### src/rtl/tiny8_types.sv
// Shared type definitions for the tiny8 memory arbiter.
package tiny8_types;

    typedef enum logic [1:0] {
        ARB_IDLE,
        ARB_BUSY_IF,
        ARB_BUSY_D
    } arb_state_t;

    typedef enum logic {
        REQ_IF,
        REQ_D
    } arb_req_t;

    typedef enum logic {
        OP_READ,
        OP_WRITE
    } mem_op_t;

endpackage

### src/rtl/mem_arbiter.sv
// Round-robin arbiter sharing tiny8's single memory port between the fetch
// and data paths, with a per-transaction watchdog.
module mem_arbiter
    import tiny8_types::*;
#(
    parameter int ADDR_W  = 16,
    parameter int DATA_W  = 8,
    parameter int TIMEOUT = 255
) (
    input  logic              clk,
    input  logic              rst,
    input  logic              if_read,
    input  logic [ADDR_W-1:0] if_addr,
    output logic [DATA_W-1:0] if_rdata,
    output logic              if_resp,
    input  logic              d_read,
    input  logic              d_write,
    input  logic [ADDR_W-1:0] d_addr,
    input  logic [DATA_W-1:0] d_wdata,
    output logic [DATA_W-1:0] d_rdata,
    output logic              d_resp,
    output logic              mem_read,
    output logic              mem_write,
    output logic [ADDR_W-1:0] mem_addr,
    output logic [DATA_W-1:0] mem_wdata,
    input  logic [DATA_W-1:0] mem_rdata,
    input  logic              mem_resp,
    output logic              timeout_err
);

    localparam int CNT_W = (TIMEOUT > 0) ? $clog2(TIMEOUT + 1) : 1;
    localparam logic [CNT_W-1:0] CNT_MAX = CNT_W'(TIMEOUT);

    arb_state_t        state_q, state_d;
    arb_req_t          last_grant_q, last_grant_d;
    mem_op_t           op_q, op_d;
    logic [ADDR_W-1:0] addr_q;
    logic [DATA_W-1:0] wdata_q;
    logic [CNT_W-1:0]  cnt_q;
    logic [DATA_W-1:0] if_rdata_q, d_rdata_q;
    logic              if_req, d_req;
    logic              grant, abort;

    assign if_req    = if_read;
    assign d_req     = d_read | d_write;
    assign mem_addr  = addr_q;
    assign mem_wdata = wdata_q;

    always_comb begin
        state_d      = state_q;
        last_grant_d = last_grant_q;
        op_d         = op_q;
        grant        = 1'b0;
        if_resp      = 1'b0;
        d_resp       = 1'b0;
        if_rdata     = if_rdata_q;
        d_rdata      = d_rdata_q;
        mem_read     = 1'b0;
        mem_write    = 1'b0;
        // A real response in the abort cycle takes precedence over the timeout
        abort        = (TIMEOUT > 0) && (cnt_q == CNT_MAX) && !mem_resp;

        unique case (state_q)
            ARB_IDLE: begin
                if (if_req && (!d_req || last_grant_q == REQ_D)) begin
                    state_d      = ARB_BUSY_IF;
                    last_grant_d = REQ_IF;
                    op_d         = OP_READ;
                    grant        = 1'b1;
                end else if (d_req) begin
                    state_d      = ARB_BUSY_D;
                    last_grant_d = REQ_D;
                    op_d         = d_write ? OP_WRITE : OP_READ;
                    grant        = 1'b1;
                end
            end
            ARB_BUSY_IF: begin
                mem_read = 1'b1;
                if (mem_resp || abort) begin
                    if_resp  = 1'b1;
                    if_rdata = mem_resp ? mem_rdata : '1;
                    state_d  = ARB_IDLE;
                end
            end
            ARB_BUSY_D: begin
                mem_read  = (op_q == OP_READ);
                mem_write = (op_q == OP_WRITE);
                if (mem_resp || abort) begin
                    d_resp  = 1'b1;
                    d_rdata = mem_resp ? mem_rdata : '1;
                    state_d = ARB_IDLE;
                end
            end
            default: state_d = ARB_IDLE;
        endcase
    end

    always_ff @(posedge clk or posedge rst) begin
        if (rst) begin
            state_q      <= ARB_IDLE;
            last_grant_q <= REQ_D;
            op_q         <= OP_READ;
            addr_q       <= '0;
            wdata_q      <= '0;
            cnt_q        <= '0;
            timeout_err  <= 1'b0;
            if_rdata_q   <= '0;
            d_rdata_q    <= '0;
        end else begin
            state_q      <= state_d;
            last_grant_q <= last_grant_d;
            if (grant) begin
                op_q    <= op_d;
                addr_q  <= (last_grant_d == REQ_IF) ? if_addr : d_addr;
                wdata_q <= d_wdata;
                cnt_q   <= '0;
            end else if ((TIMEOUT > 0) && (state_q != ARB_IDLE) && !mem_resp
                         && (cnt_q != CNT_MAX)) begin
                cnt_q <= cnt_q + CNT_W'(1);
            end
            if (abort && (state_q != ARB_IDLE)) begin
                timeout_err <= 1'b1;
            end
            if (if_resp) begin
                if_rdata_q <= if_rdata;
            end
            if (d_resp) begin
                d_rdata_q <= d_rdata;
            end
        end
    end

endmodule

### config.mk
export PLATFORM = sky130hd
export DESIGN_NAME = mem_arbiter
export DESIGN_NICKNAME = d
export VERILOG_FILES = /design/src/rtl/tiny8_types.sv /design/src/rtl/mem_arbiter.sv
export SDC_FILE = /design/constraint.sdc
export NUM_CORES = 1
export LEC_CHECK = 0
export ABC_AREA = 0
export CORE_ASPECT_RATIO = 0.8
export CORE_MARGIN = 1
export CORE_UTILIZATION = 40
export CTS_CLUSTER_DIAMETER = 50
export DETAILED_ROUTE_END_ITERATION = 12
export GPL_TIMING_DRIVEN = 0
export PLACE_DENSITY = 0.76
export SLEW_MARGIN = 10
export SYNTH_ARGS = -nofsm -noshare
export SYNTH_HDL_FRONTEND = slang
export SYNTH_SLANG_ARGS = --single-unit
### constraint.sdc
create_clock -name clk -period 1.5 [get_ports clk]
set_input_delay 0.15 -clock clk [delete_from_list [all_inputs] [get_ports clk]]
set_output_delay 0.15 -clock clk [all_outputs]
set_load 0.05 [all_outputs]
-- Word-level counts from Yosys, hierarchy flattened
Index checks and enable logic that the tools add are counted.
W data, S select, Z words.
- eq/ne operators: 6
- reductions and logical operators: 16
- multiplexer cells: 26
- $add $sub $neg: 1
- bitwise logic cells: 2
- operators by type and width (cell ; number):
    $mux W8 ; 7
    $mux W16 ; 1
    $mux W1 ; 13
    $add A8 B1 Y8 const B ; 1
    $eq A8 B8 Y1 const B ; 1
    $ne A8 B8 Y1 const B ; 1
    $mux W2 ; 3
    $reduce_bool A2 Y1 ; 3
    $logic_and A1 B1 Y1 ; 5
    $pmux W2 S2 ; 1
    $ne A3 B3 Y1 const B ; 1
    $reduce_and A3 Y1 ; 1
    $eq A2 B1 Y1 const B ; 1
    $eq A2 B2 Y1 const B ; 1
    $logic_not A1 Y1 ; 2
    $logic_not A2 Y1 ; 1
    $logic_or A1 B1 Y1 ; 2
    $ne A2 B1 Y1 const B ; 1
    $pmux W1 S2 ; 1
    $reduce_and A2 Y1 ; 1
    $reduce_or A2 Y1 ; 1
    $not A1 Y1 ; 1
    $or A1 B1 Y1 ; 1
- input bits: 54
- word-level logic and storage cells: 60
- flip-flop bits (word level): 53
- output and inout bits: 45

-- Logic depth before layout (Yosys ltp)
Gate-level depths: netlist of run 1.
- word-level depth: 7
- gate-level depth with buffers: 8
- gate-level depth less buffers: 6

-- Least setup slack after synthesis of run 1
OpenSTA, ideal clock, no wires.
- path type: reg2out
- from: reg cnt_q[0]
- to: out d_rdata[1]
- path buffers: 2
- arrival: 2.114 ns
- setup slack: -0.764 ns
- required time: 1.350 ns
- stages on the path, launching flop included: 8
- path through: dfrtp_1 > ha_1 > and4_4 > a21oi_4 > nor2b_2 > buf_6 > buf_12 > a2bb2oi_1
- word-level cells in the longest chain between the ends: 5
- ends and longest elaborated chain (item ; line ; text):
    start, declared ; mem_arbiter.sv:39 ; logic [CNT_W-1:0] cnt_q;
    start signal, assigned ; mem_arbiter.sv:119 ; cnt_q <= cnt_q + CNT_W'(1);
    $eq A8 B8 Y1 ; mem_arbiter.sv:61 ; abort = (TIMEOUT > 0) && (cnt_q == CNT_MAX) && !mem_resp;
    $logic_and A1 B1 Y1 ; mem_arbiter.sv:61 ;
    $logic_or A1 B1 Y1 ; mem_arbiter.sv:88 ; if (mem_resp || abort) begin
    $mux W8 ; mem_arbiter.sv:88 ;
    $mux W8 ; mem_arbiter.sv:63 ; unique case (state_q)
    end, declared ; mem_arbiter.sv:20 ; output logic [DATA_W-1:0] d_rdata,
No other way between the ends.

-- Final worst setup path of run 1
- from: in mem_resp
- to: out if_rdata[4]
- word-level cells in the longest chain between the ends: 5
- elaborated cells on any way between the ends: 6
- classes of those cells: 3 x mux; 3 x reduce/logical
- ends and longest elaborated chain (item ; line ; text):
    start, declared ; mem_arbiter.sv:27 ; input logic mem_resp,
    $logic_not A1 Y1 ; mem_arbiter.sv:61 ;
    $logic_and A1 B1 Y1 ; mem_arbiter.sv:61 ;
    $logic_or A1 B1 Y1 ; mem_arbiter.sv:79 ; if (mem_resp || abort) begin
    $mux W8 * ; mem_arbiter.sv:79 ;
    $mux W8 * ; mem_arbiter.sv:63 ;
    end, declared ; mem_arbiter.sv:14 ; output logic [DATA_W-1:0] if_rdata,
Every way passes the cells marked *; elsewhere a longest branch is shown, timed or not.

==> flow_metrics.tcl, run 1 <==
set metrics [dict create \
    status "complete, but fails checks" \
    failed_checks "setup timing" \
    clk_path_buf_depth 2 \
    cts_tree "yes" \
    worstPathRequired_ps 1350 \
    crit_buf_inv 3 \
    rsz0062_at_grt "yes" \
    grt_usage 0.226 \
    grt_pass1_vias 2400 \
    max_freq_mhz 468 \
    path_max_fanout 10 \
    fin_skew_ps 4.23 \
    yosysTopAreaCell "dfrtp_1" \
    ys_ff_latch 53 \
    start_kind "input pin" \
    dieArea_um2 7010 \
    cts_buffers 5 \
    core_region_area_um2 6410 \
    slowest_delay_ps 560 \
    synth_ff_type "dfrtp_1" \
    ys_seq_area_frac 0.497 \
    layout_min_cycle_time_ps 2140 \
    setup_viol 71 \
    fp.dieH_um 75.1 \
    p_leak_nw 2.09 \
    cts.sinks 53 \
    ioPinCount 99 \
    root_buffer "clkbuf_8" \
    fin_ws_ps -636 \
    share_comb_of_total_power 0.687 \
    wirelength_mm 7.87 \
    cp_cell_sequence "clkdlybuf4s50_1 -> buf_1 -> nor2b_2 -> a2bb2oi_4 -> buf_6" \
    gp_congestion 0.806 \
    drcViolationCount 0 \
    cp.arrival_ps 1990 \
    yosysTopAreaCellShare 0.487 \
    worstSetupEndpointType "output port" \
    area_growth_pct 72.7 \
    crit_family "buffers and inverters" \
    yosys-top-cells-area "dfrtp_1 (49%), a2bb2oi_1 (9.8%), mux2i_1 (7.1%)" \
    antenna_cells 0 \
    vdd_drop_max_uv 1140 \
    synth_area_per_cell_um2 10.6 \
    port_buffers 98 \
    yosysUniqueCellTypes 42 \
    fill_cells 448 \
    vias 2425 \
    postRouteAntennaNets 0 \
    grt_pass1_wl_mm 12.2 \
    rows 26 \
    worst_pin_slew_ps 596 \
    hold_buffers 0 \
    yosys_warnings 0 \
    slowest_stage "clkdlybuf4s50_1" \
    power_w 0.0108 \
    antenna_found_initial 0 \
    critical_path_class "in2out" \
    place_hpwl_mm 5.02 \
    clock_power_share 0.080 \
    hp-class "in2async" \
    start_util 0.417 \
    layout-drive-gt1-share 0.319 \
    path_depth 5 \
    vias_per_cell 5.16 \
    p_seq_frac 0.233 \
    syn_area_um2 2670 \
    fin_crit_sh 1.42 \
    htree_levels 2 \
    drt_iter0_markers 89 \
    setup_tns_ps -19450 \
    clkTransAtPathRegs_ps 100 \
    grt_max_degree 30 \
    sw_frac_of_total 0.474 \
    finalHoldViolCount 0 \
    drtPass1Iterations 4 \
    place_area_um2 4060 \
    drv_cap 0 \
    report.final.slew_viol_count 0 \
    overflow 0 \
    power_density_nw_per_um2 2340 \
    switchingPower_w 0.00511 \
    clock_latency_ps 310 \
    wire_per_inst_um 16.8 \
    die_x_um 93.3 \
    reg2reg_depth 10 \
    design_area_um2 4610 \
    relSlewSlack 0.603 \
    final_nets 443 \
    synth-edff-count 0 \
    ys_async_sr_fraction 1.00 \
    p_int_w 0.00568 \
    syn_inst 252 \
    syn-num-nets 310 \
]
==> layout make-up <==
type | instances | area [µm²] | share of cell area
multi-input cells | 176 | 1590 | 0.344
repair buffers | 129 | 1340 | 0.291
inverters | 5 | 18.8 | 0.00407
clock buffers | 6 | 82.6 | 0.0179
well taps | 84 | 105 | 0.0228
plain buffers | 15 | 138 | 0.0299
flip-flops and latches | 53 | 1330 | 0.288
clock inverters | 2 | 13.8 | 0.00299
==> flip-flops by register name, indices dropped and copies added, names as in the netlist <==
| register | count |
|---|---|
| if_rdata_q | 8 |
| state_q | 2 |
| op_q | 1 |
| last_grant_q | 1 |
| mem_wdata | 8 |
| timeout_err | 1 |
| mem_addr | 16 |
| cnt_q | 8 |
| d_rdata_q | 8 |
==> power by group through the flow <==
stage	Clock [W]	Combinational (W)	Sequential, W
2_1_floorplan	0	0.00361	0.00361
3_3_place_gp	0	0.00643	0.00252
3_5_place_dp	0	0.00651	0.00254
4_1_cts	0.000872	0.00717	0.00251
5_1_grt	0.000942	0.00777	0.00260
6_report	0.000867	0.00741	0.00252
==> cells by family after synthesis <==
group / synth area share
mux: 0.0712
buf+inv: 0.0604
simple gates: 0.148
fa+ha+maj: 0.0187
flops: 0.497
compound gates: 0.201
xor+xnor: 0.00328
==> synth_stat cells (4+ instances only) <==
master / number
nor2b_1: 11
nand2_1: 49
nor2_1: 6
nand3_1: 5
buf_2: 6
a2bb2oi_1: 30
inv_1: 5
dfrtp_1: 52
o21ai_0: 19
clkbuf_1: 5
mux2i_1: 19
ha_1: 4
==> worst paths after layout <==
| check | start | endpoint | slack, ps |
|---|---|---|---|
| worst max-delay path | mem_resp | if_rdata[4] | -640 |
| worst min-delay path | rst | mem_addr[9] | 200 |
| worst max register to register | cnt_q[0] | if_rdata_q[1] | -370 |
| worst min register to register | timeout_err | timeout_err | 460 |
| max in group asynchronous | rst | mem_wdata[6] | 750 |
| min in group clk | d_wdata[1] | mem_wdata[1] | 360 |
==> cells in the final DEF, fill, tap and decap left out, types with 5 or more instances in the layout <==
master            n
nor2_1            5
nand3_1           5
o21ai_0           6
a2bb2oi_4        16
dlygate4sd2_1    25
dfrtp_1          52
clkbuf_8          6
buf_4            23
o21ai_1          13
buf_6            26
mux2i_1          15
nor2b_2           7
nand2_1          49
a2bb2oi_1        12
buf_12            6
clkdlybuf4s50_1  53
==> through the flow <==
step | setup WS, ps | std cells | util | hold WS, ps
after floorplan | -266 | 252 | - | 255
after global placement | -1070 | 434 | 0.631 | 445
after detailed placement | -1130 | 435 | 0.634 | 447
after CTS | -592 | 463 | 0.705 | 221
after global routing | -660 | 470 | 0.719 | 244
final | -636 | 470 | 0.719 | 200
==> per-layer routing <==
metal  GRT usage  wire length [µm]  up-vias
met3      0.0354               241        4
met4      0.0462                48        0
met2       0.378              3860       45
met5           0                 0        -
met1       0.316              3730     1203
li1            -                 -     1173
==> timing repair <==
action	4_1_cts	5_1_grt
pin swaps	3	3
buffers inserted	19	9
gates resized for setup	213	24
setup endpoints to repair	93	73
gates cloned	3	0
Power figures use the tool's default switching activity.
==> inputs of run 2 (changes only) <==
--- a/config.mk
+++ b/config.mk
@@ -6,7 +6,7 @@
 export NUM_CORES = 1
 export LEC_CHECK = 0
 export ABC_AREA = 0
-export CORE_ASPECT_RATIO = 0.8
+export CORE_ASPECT_RATIO = 0.75
 export CORE_MARGIN = 1
 export CORE_UTILIZATION = 40
 export CTS_CLUSTER_DIAMETER = 50
==> run 2 against run 1 <==
Net effect:
- the run still ends with setup timing left
- final cell count is 3.4% higher
- core utilization increased by 7.6 points
- total power increased by 13%
- register-to-register slack improved by 20 ps
- clock-buffer cell count down 1
- critical path type is now reg2out
- largest cell class is now non-clock buffers
==> flow_metrics.tcl, run 2 (synthesis gave the netlist of run 1 again) <==
set metrics [dict create \
    p_int_w 0.00636 \
    switchingPower_w 0.00584 \
    htree_levels 2 \
    grt_pass1_vias 2676 \
    fin_skew_ps 5.65 \
    drv_cap 0 \
    clkTransAtPathRegs_ps 100 \
    clock_latency_ps 320 \
    antenna_cells 0 \
    grt_pass1_wl_mm 14.0 \
    die_x_um 96.3 \
    dieArea_um2 7010 \
    final_common_cell "clkdlybuf4s50_1" \
    final_cell_mix "clkdlybuf4s50_1 (53), dfrtp_1 (52), buf_6 (38), nand2_1 (36), dlygate4sd2_1 (25)" \
    drcViolationCount 0 \
    grt_max_degree 32 \
    root_buffer "clkbuf_8" \
    path_max_fanout 5 \
    failed_checks "setup timing" \
    sw_frac_of_total 0.479 \
    fin_crit_sh 1.45 \
    drt_iter0_markers 116 \
    ioPinCount 99 \
    place_area_um2 4060 \
    setup_tns_ps -23490 \
    design_area_um2 5080 \
    fin_ws_ps -678 \
    highest_layer "met4" \
    vias 2761 \
    finalHoldViolCount 0 \
    layout-drive-gt1-share 0.425 \
    gp_congestion 0.785 \
    max_freq_mhz 459 \
    largest_reg_flops 16 \
    worstSetupEndpointType "output port" \
    wire_per_inst_um 21.6 \
    core_region_area_um2 6380 \
    report.final.slew_viol_count 0 \
    antenna_found_initial 0 \
    wirelength_mm 10.5 \
    fp.dieH_um 72.8 \
    cts_tree "yes" \
    layout_min_cycle_time_ps 2180 \
    drtPass1Iterations 4 \
    relSlewSlack 0.633 \
    p_leak_nw 2.27 \
    hp-class "in2async" \
    rows 25 \
    status "complete, but fails checks" \
    port_buffers 98 \
    dr_wl_met2_mm 5.36 \
    setup_viol 72 \
    start_util 0.418 \
    clk_path_buf_depth 2 \
    cts_buffers 5 \
    power_density_nw_per_um2 2400 \
    cts.sinks 53 \
    overflow 0 \
    worstPathRequired_ps 1350 \
    cp.arrival_ps 2030 \
    final_nets 462 \
    vias_per_cell 5.68 \
    area_growth_pct 90.2 \
    fin_util 0.796 \
    hold_ws_ps 184 \
    grt_usage 0.270 \
    worst_pin_slew_ps 547 \
    share_comb_of_total_power 0.713 \
    p_seq_frac 0.216 \
    start_kind "flop" \
    wl_met3_um 545 \
    postRouteAntennaNets 0 \
    rsz0062_at_grt "yes" \
    wirelength_met1_mm 4.04 \
    clock_power_share 0.071 \
    critical_path_class "reg2out" \
    vdd_drop_max_uv 1080 \
    place_hpwl_mm 5.08 \
]
==> run 2: what timing repair did <==
| action | in CTS | in global routing |
|---|---|---|
| pin swaps | 1 | 24 |
| endpoints found under the setup margin | 91 | 72 |
| cloned | 3 | 2 |
| buffers inserted | 24 | 24 |
| resized for setup | 247 | 64 |
| hold buffers | 0 | 0 |
==> run 2: worst max-delay path: stages (launching register included) <==
cell and delay (ps):
dfrtp_1 370, ha_2 190, and4_4 240, a21oi_4 80, nor2b_4 190, buf_12 130, buf_16 130, a2bb2oi_4 180
buf_6 180
==> run 2: layer usage <==
metal / GRT usage / vias up
li1: - / 1215
met1: 0.334 / 1386
met2: 0.473 / 120
met3: 0.0365 / 40
met4: 0.114 / 0
met5: 0 / -
==> run 2: path summary, 6_finish.rpt <==
kind / depth (start not counted) / from / slack, ps / end
worst max-delay path: 8 / cnt_q[1] / -680 / d_rdata[3]
worst min-delay path: 2 / rst / 180 / mem_addr[2]
worst max register to register: 10 / cnt_q[0] / -350 / if_rdata_q[5]
worst min register to register: 1 / timeout_err / 480 / timeout_err
max in group asynchronous: 3 / rst / 700 / last_grant_q
min in group clk: 3 / d_wdata[1] / 350 / mem_wdata[1]
==> run 2: metrics by stage <==
step / setup slack, ps / std cells / power [W]
6_report: -678 / 486 / 0.0122
2_1_floorplan: -266 / 252 / 0.00722
3_5_place_dp: -1170 / 432 / 0.00906
4_1_cts: -603 / 465 / 0.0109
3_3_place_gp: -1110 / 431 / 0.00896
5_1_grt: -703 / 486 / 0.0126
==> run 2: power groups by stage <==
stage,Combinational [W],Clock [W],Sequential (W)
floorplan,0.00361,0,0.00361
global placement,0.00645,0,0.00252
detailed placement,0.00652,0,0.00253
CTS,0.00758,0.000853,0.00251
global route,0.00900,0.000910,0.00270
finish,0.00870,0.000865,0.00263
==> run 2: layout make-up <==
class                      count  area (µm²)
buffer                        16         189
clock buffer                   5        68.8
clock inverter                 3        22.5
fill                         357        1300
inverter                       5        18.8
multi-input combinational    176        1760
sequential                    53        1330
tap                           81         101
timing repair buffer         147        1590
